===== config.mk =====
export PLATFORM = sky130hd
export DESIGN_NAME = icache_fetch
export DESIGN_NICKNAME = d
export VERILOG_FILES = /design/src/rtl/icache_fetch.sv
export SDC_FILE = /design/constraint.sdc
export NUM_CORES = 2
export LEC_CHECK = 0
export BUFFER_PORTS_ARGS = -buffer_cell sky130_fd_sc_hd__clkbuf_2
export CAP_MARGIN = 20
export CORE_ASPECT_RATIO = 1.5
export CORE_MARGIN = 8
export CORE_UTILIZATION = 63
export CTS_CLUSTER_SIZE = 28
export DETAILED_ROUTE_END_ITERATION = 8
export PLACE_DENSITY_LB_ADDON = 0.3
export SETUP_SLACK_MARGIN = 0.02
export SKIP_CTS_REPAIR_TIMING = 1
export SYNTH_ARGS = -nofsm -noshare
export SYNTH_HDL_FRONTEND = slang
export SYNTH_SLANG_ARGS = --single-unit

===== constraint.sdc =====
create_clock -name clk -period 5.5 [get_ports clk]
set_clock_uncertainty 0.15 [all_clocks]
set_input_delay 0.55 -clock clk [delete_from_list [all_inputs] [get_ports clk]]
set_output_delay 0.55 -clock clk [all_outputs]
set_load 0.02 [all_outputs]

===== src/rtl/icache_fetch.sv =====
// Direct-mapped read-only instruction cache refilled over a 16-bit req/ack halfword bus.
// Optional hit/miss statistics counters are built when ICACHE_STATS_EN is defined.
module icache_fetch #(
   parameter int LINES = 16,
   parameter int WORDS = 4
) (
   input  logic        clk,
   input  logic        rst,
   input  logic        fetch_valid,
   input  logic [31:0] addr,
   input  logic        inv,
   output logic [31:0] instr,
   output logic        hit,
   output logic        stall,
   output logic        mem_req,
   output logic [31:0] mem_addr,
   input  logic        mem_ack,
   input  logic [15:0] mem_rdata
`ifdef ICACHE_STATS_EN
   ,
   output logic [31:0] hit_cnt,
   output logic [31:0] miss_cnt
`endif
);

   localparam int OFF_W    = $clog2(WORDS);
   localparam int OFF_WX   = (OFF_W > 0) ? OFF_W : 1;
   localparam int IDX_W    = $clog2(LINES);
   localparam int LINE_LSB = 2 + OFF_W;
   localparam int TAG_W    = 32 - LINE_LSB - IDX_W;
   localparam int K_W      = $clog2(2 * WORDS);

   localparam logic [K_W-1:0]   K_LAST    = K_W'(2 * WORDS - 1);
   localparam logic [31:0]      LINE_MASK = (32'd1 << LINE_LSB) - 32'd1;
   localparam logic [LINES-1:0] ONE_L     = LINES'(1);

   typedef enum logic [1:0] {
      ST_IDLE    = 2'd0,
      ST_REFILL  = 2'd1,
      ST_INSTALL = 2'd2
   } state_t;

   state_t            state_q;
   logic [LINES-1:0]  valid_q;
   logic [LINES-1:0]  valid_d;
   logic [TAG_W-1:0]  tag_q  [LINES];
   logic [31:0]       data_q [LINES][WORDS];
   logic [31:0]       base_q;
   logic [K_W-1:0]    k_q;
   logic              mem_req_q;
   logic [31:0]       mem_addr_q;

   logic [OFF_WX-1:0] offset_s;
   logic [IDX_W-1:0]  index_s;
   logic [TAG_W-1:0]  tag_s;
   logic [IDX_W-1:0]  base_idx_s;
   logic [TAG_W-1:0]  base_tag_s;
   logic [OFF_WX-1:0] word_sel_s;
   logic [31:0]       line_base_s;
   logic              hit_s;
   logic              miss_s;
   logic [LINES-1:0]  install_mask_s;
   logic [LINES-1:0]  miss_mask_s;

   assign offset_s    = OFF_WX'((addr >> 2) & 32'(WORDS - 1));
   assign index_s     = IDX_W'(addr >> LINE_LSB);
   assign tag_s       = TAG_W'(addr >> (LINE_LSB + IDX_W));
   assign base_idx_s  = IDX_W'(base_q >> LINE_LSB);
   assign base_tag_s  = TAG_W'(base_q >> (LINE_LSB + IDX_W));
   assign word_sel_s  = OFF_WX'(k_q >> 1);
   assign line_base_s = addr & ~LINE_MASK;

   // Lookup: inv suppresses the hit in its own cycle, and nothing hits outside IDLE
   always_comb begin
      hit_s  = fetch_valid & valid_q[index_s] & (tag_q[index_s] == tag_s)
             & (state_q == ST_IDLE) & ~inv;
      miss_s = fetch_valid & ~hit_s & (state_q == ST_IDLE);
      if (hit_s) begin
         instr = data_q[index_s][offset_s];
      end else begin
         instr = 32'd0;
      end
      hit   = hit_s;
      stall = miss_s | (state_q != ST_IDLE);
   end

   // Valid update: a missing line is dropped while its data is overwritten; install wins over inv
   always_comb begin
      install_mask_s = (state_q == ST_INSTALL) ? (ONE_L << base_idx_s) : {LINES{1'b0}};
      miss_mask_s    = miss_s ? (ONE_L << index_s) : {LINES{1'b0}};
      if (inv) begin
         valid_d = install_mask_s;
      end else begin
         valid_d = (valid_q & ~miss_mask_s) | install_mask_s;
      end
   end

   assign mem_req  = mem_req_q;
   assign mem_addr = mem_addr_q;

   // Refill halfwords land straight in the line; it only becomes visible when valid is set
   always_ff @(posedge clk) begin
      if (rst && (state_q == ST_REFILL) && mem_ack) begin
         if (k_q[0]) begin
            data_q[base_idx_s][word_sel_s][31:16] <= mem_rdata;
         end else begin
            data_q[base_idx_s][word_sel_s][15:0] <= mem_rdata;
         end
      end
   end

`ifdef ICACHE_STATS_EN
   logic [31:0] hit_cnt_q;
   logic [31:0] miss_cnt_q;

   assign hit_cnt  = hit_cnt_q;
   assign miss_cnt = miss_cnt_q;

   // Saturating statistics; inv does not touch them
   always_ff @(posedge clk) begin
      if (!rst) begin
         hit_cnt_q  <= 32'd0;
         miss_cnt_q <= 32'd0;
      end else begin
         if (hit_s && (hit_cnt_q != 32'hFFFF_FFFF)) begin
            hit_cnt_q <= hit_cnt_q + 32'd1;
         end
         if (miss_s && (miss_cnt_q != 32'hFFFF_FFFF)) begin
            miss_cnt_q <= miss_cnt_q + 32'd1;
         end
      end
   end
`endif

   // Refill FSM with registered memory request and address
   always_ff @(posedge clk) begin
      if (!rst) begin
         state_q    <= ST_IDLE;
         valid_q    <= {LINES{1'b0}};
         base_q     <= 32'd0;
         k_q        <= {K_W{1'b0}};
         mem_req_q  <= 1'b0;
         mem_addr_q <= 32'd0;
      end else begin
         valid_q <= valid_d;
         case (state_q)
            ST_IDLE: begin
               if (miss_s) begin
                  state_q    <= ST_REFILL;
                  base_q     <= line_base_s;
                  k_q        <= {K_W{1'b0}};
                  mem_req_q  <= 1'b1;
                  mem_addr_q <= line_base_s;
               end
            end
            ST_REFILL: begin
               if (mem_ack) begin
                  k_q <= k_q + K_W'(1);
                  if (k_q == K_LAST) begin
                     state_q   <= ST_INSTALL;
                     mem_req_q <= 1'b0;
                  end else begin
                     mem_addr_q <= mem_addr_q + 32'd2;
                  end
               end
            end
            ST_INSTALL: begin
               tag_q[base_idx_s] <= base_tag_s;
               state_q           <= ST_IDLE;
            end
            default: begin
               state_q   <= ST_IDLE;
               mem_req_q <= 1'b0;
            end
         endcase
      end
   end

endmodule


==> flow_summary.yaml <==
logic_synthesis:
  synth_nets: 4434
  yosysUniqueCellTypes: 75
  yosys.area.top_type_share: 0.747
  netlist_instances: 4378
  synth.area.top_cells: "edfxtp_1 (75%), mux4_2 (17%), dfxtp_1 (1.7%), nor2_1 (0.70%), mux2i_1 (0.60%)"
  mappedNetlistArea_um2: 97800
  synth_warnings: 0
  yosys_register_bits: 2513
  yosysSeqAreaShare: 0.763
  yosysTopAreaCell: "edfxtp_1"
  async_flop_share: 0
  synth_area_per_cell_um2: 22.3
  synth_edf_count: 2432
  synthFlopType: "edfxtp_1"
global_routing:
  antenna_found_initial: 22
  grt_pass1_wl_um: 357000
  grt_usage: 0.299
  grt_overflow_total: 0
  grt_pass1_vias: 50100
  grt_max_degree: 129
setup_path:
  endpoint_kind: "output port"
  cp-start-kind: "flip-flop"
  worstPathRequired_ns: 4.80
  path_class: "flip-flop to output port"
  cp_data_arrival_time_ns: 4.54
  crit_fanout: 24
sta:
  max_freq_ghz: 0.191
  worst_pin_slew_ns: 1.26
  setup_tns_ns: 0
  finalCriticalPeriod_ns: 5.24
  hold_viol_final: 0
  rsz0062_at_grt: "false"
  finalSetupViolations: 0
  period_share: 0.953
  slew_headroom: 0.155
  drv_slew: 0
cells_and_area:
  final_cell_mix: "edfxtp_1 (2432), mux4_2 (739), buf_4 (271)"
  final_layout_size_suffix_gt1_frac: 0.312
  syn_to_final_growth_pct: 12.2
  fin_nets: 4809
  layout_commonest_cell: "edfxtp_1"
  fill_cells: 8616
  fin_cells: 7007
  final_core_util: 0.710
cts:
  cts_buffers: 214
  cts.sinks: 2513
  clkTransAtPathRegs_ns: 0.06
  cts_buffer_depth: 3
  worstSkewPairLatency_ns: 0.85
  cts_tree: "yes"
  cts_max_level: 4
  cts_root_buf: "clkbuf_16"
placement:
  placed_cells: 6562
  hpwl_um: 140000
  port_buffers: 116
  place_congestion: 0.872
power:
  switchingPower_w: 0.00827
  intPower_w: 0.0302
  ir_worst_vdd_mv: 0.344
  power_density_nw_per_um2: 351
  p_leak_nw: 34.6
  seq_power_share: 0.548
  clkPwrFrac: 0.399
  comb_power_share: 0.053
  p_sw_frac: 0.215
drt:
  viasPerCell: 7.06
  drt_iter0_markers: 6422
  vias: 49400
  routedWlPerCell_um: 37.3
  dr.pass1.iters: 5
  ant_nets: 0
  wl_um: 261000
  drc: 0
min_path:
  hold_class: "input port to flip-flop"
floorplan:
  die_w_um: 338
  start_util: 0.633
  num_io_pins: 120
  rows: 177
  core_area_um2: 155000
  die_area_um2: 168000
  dieHeight_um: 499
run:
  cap_violations: 0
run_status:
  outcome: "finished, final reports clean"
==> cells in the mapped netlist (4+ instances only) <==
cell	n
edfxtp_1	2432
mux4_2	739
nor2_1	182
clkbuf_1	152
nand2_1	84
dfxtp_1	81
a21oi_1	70
mux2i_1	59
nand3_1	57
buf_2	51
o21ai_0	44
and2_1	37
xnor2_1	33
buf_1	32
nand4_1	23
a31o_2	22
nor3_1	22
nor2b_1	20
mux2_2	18
o31ai_1	16
buf_4	15
a21o_1	11
and3_1	11
o21a_1	11
o22ai_1	11
inv_1	10
buf_6	8
xor2_1	8
a221oi_1	7
a22o_1	7
a31oi_1	7
mux4_1	7
nand2b_1	7
nor4_1	7
o211ai_1	7
a211oi_1	5
a2111oi_0	4
a22oi_1	4
o41ai_1	4
or3_1	4
==> area by class of cell <==
class                           instances  area (µm²)  share of cell area
Sequential cell                      2513       74700               0.680
Multi-Input combinational cell       1595       22200               0.202
Clock buffer                          261        5640              0.0514
Timing Repair Buffer                  418        3270              0.0298
Tap cell                             2058        2570              0.0235
Clock inverter                        141        1390              0.0126
Inverter                               11        41.3            0.000376
Antenna cell                           10        25.0            0.000228
==> critical path: stages, from the launching register on <==
cell and delay, ns:
edfxtp_1 0.42, mux4_2 0.50, mux2i_1 0.16, mux2i_1 0.13, xnor2_1 0.20, nand4_1 0.29, or3_1 0.46, or4_4 0.52
inv_2 0.28, buf_4 0.40, o21ai_0 0.15, clkbuf_2 0.18
==> power groups by stage <==
stage	Combinational, W	Sequential, W	Clock (W)
floorplan	0.00111	0.0215	0
global placement	0.00191	0.0215	0
detailed placement	0.00195	0.0215	0
CTS	0.00198	0.0211	0.0154
global route	0.00211	0.0211	0.0161
finish	0.00205	0.0211	0.0153
==> through the flow <==
stage	hold slack, ns	cell area (µm²)	total power, W	worst slack [ns]
2_1_floorplan	0.303	97800	0.0226	0.964
3_3_place_gp	0.311	102000	0.0234	0.396
3_5_place_dp	0.314	102000	0.0234	0.380
4_1_cts	-0.247	109000	0.0384	0.277
5_1_grt	0.0122	110000	0.0393	0.136
6_report	0.00810	110000	0.0385	0.260
==> metal layers <==
layer / part of all wire / global-route usage
met1: 0.31 / 0.355
met2: 0.52 / 0.506
met3: 0.10 / 0.0605
met4: 0.068 / 0.176
met5: 0.00026 / 0
==> state kept, by name, indices dropped and copies added (netlist names) <==
| register | flops |
|---|---|
| base_q | 28 |
| data_q | 2048 |
| k_q | 3 |
| mem_addr | 31 |
| mem_req | 1 |
| state_q | 2 |
| tag_q | 384 |
| valid_q | 16 |
==> cell families (layout without fill, tap and decap cells) <==
| family | Yosys count | count (layout) | synth area share |
|---|---|---|---|
| adder cells (fa/ha/maj) | 3 | 3 | 0.000384 |
| other | 1 | 11 | 0.0000383 |
| flip-flops | 2513 | 2513 | 0.763 |
| XOR/XNOR | 41 | 41 | 0.00367 |
| AO/OA/AOI/OAI | 258 | 258 | 0.0177 |
| multiplexers | 823 | 823 | 0.180 |
| buffers and inverters | 270 | 831 | 0.0124 |
| AND/OR/NAND/NOR | 469 | 469 | 0.0226 |
==> worst paths after layout <==
path	from	endpoint	slack (ns)	depth (start not counted)
worst max-delay path	tag_q[6][4]$_DFFE_PP_	stall	0.26	11
worst min-delay path	addr[8]	base_q[8]$_SDFFE_PN0P_	0.008	3
worst max register to register	tag_q[6][4]$_DFFE_PP_	mem_addr[8]$_SDFFE_PN0P_	1.34	11
worst min register to register	valid_q[3]$_SDFF_PN0_	valid_q[3]$_SDFF_PN0_	0.33	1
Power figures use the tool's default switching activity.
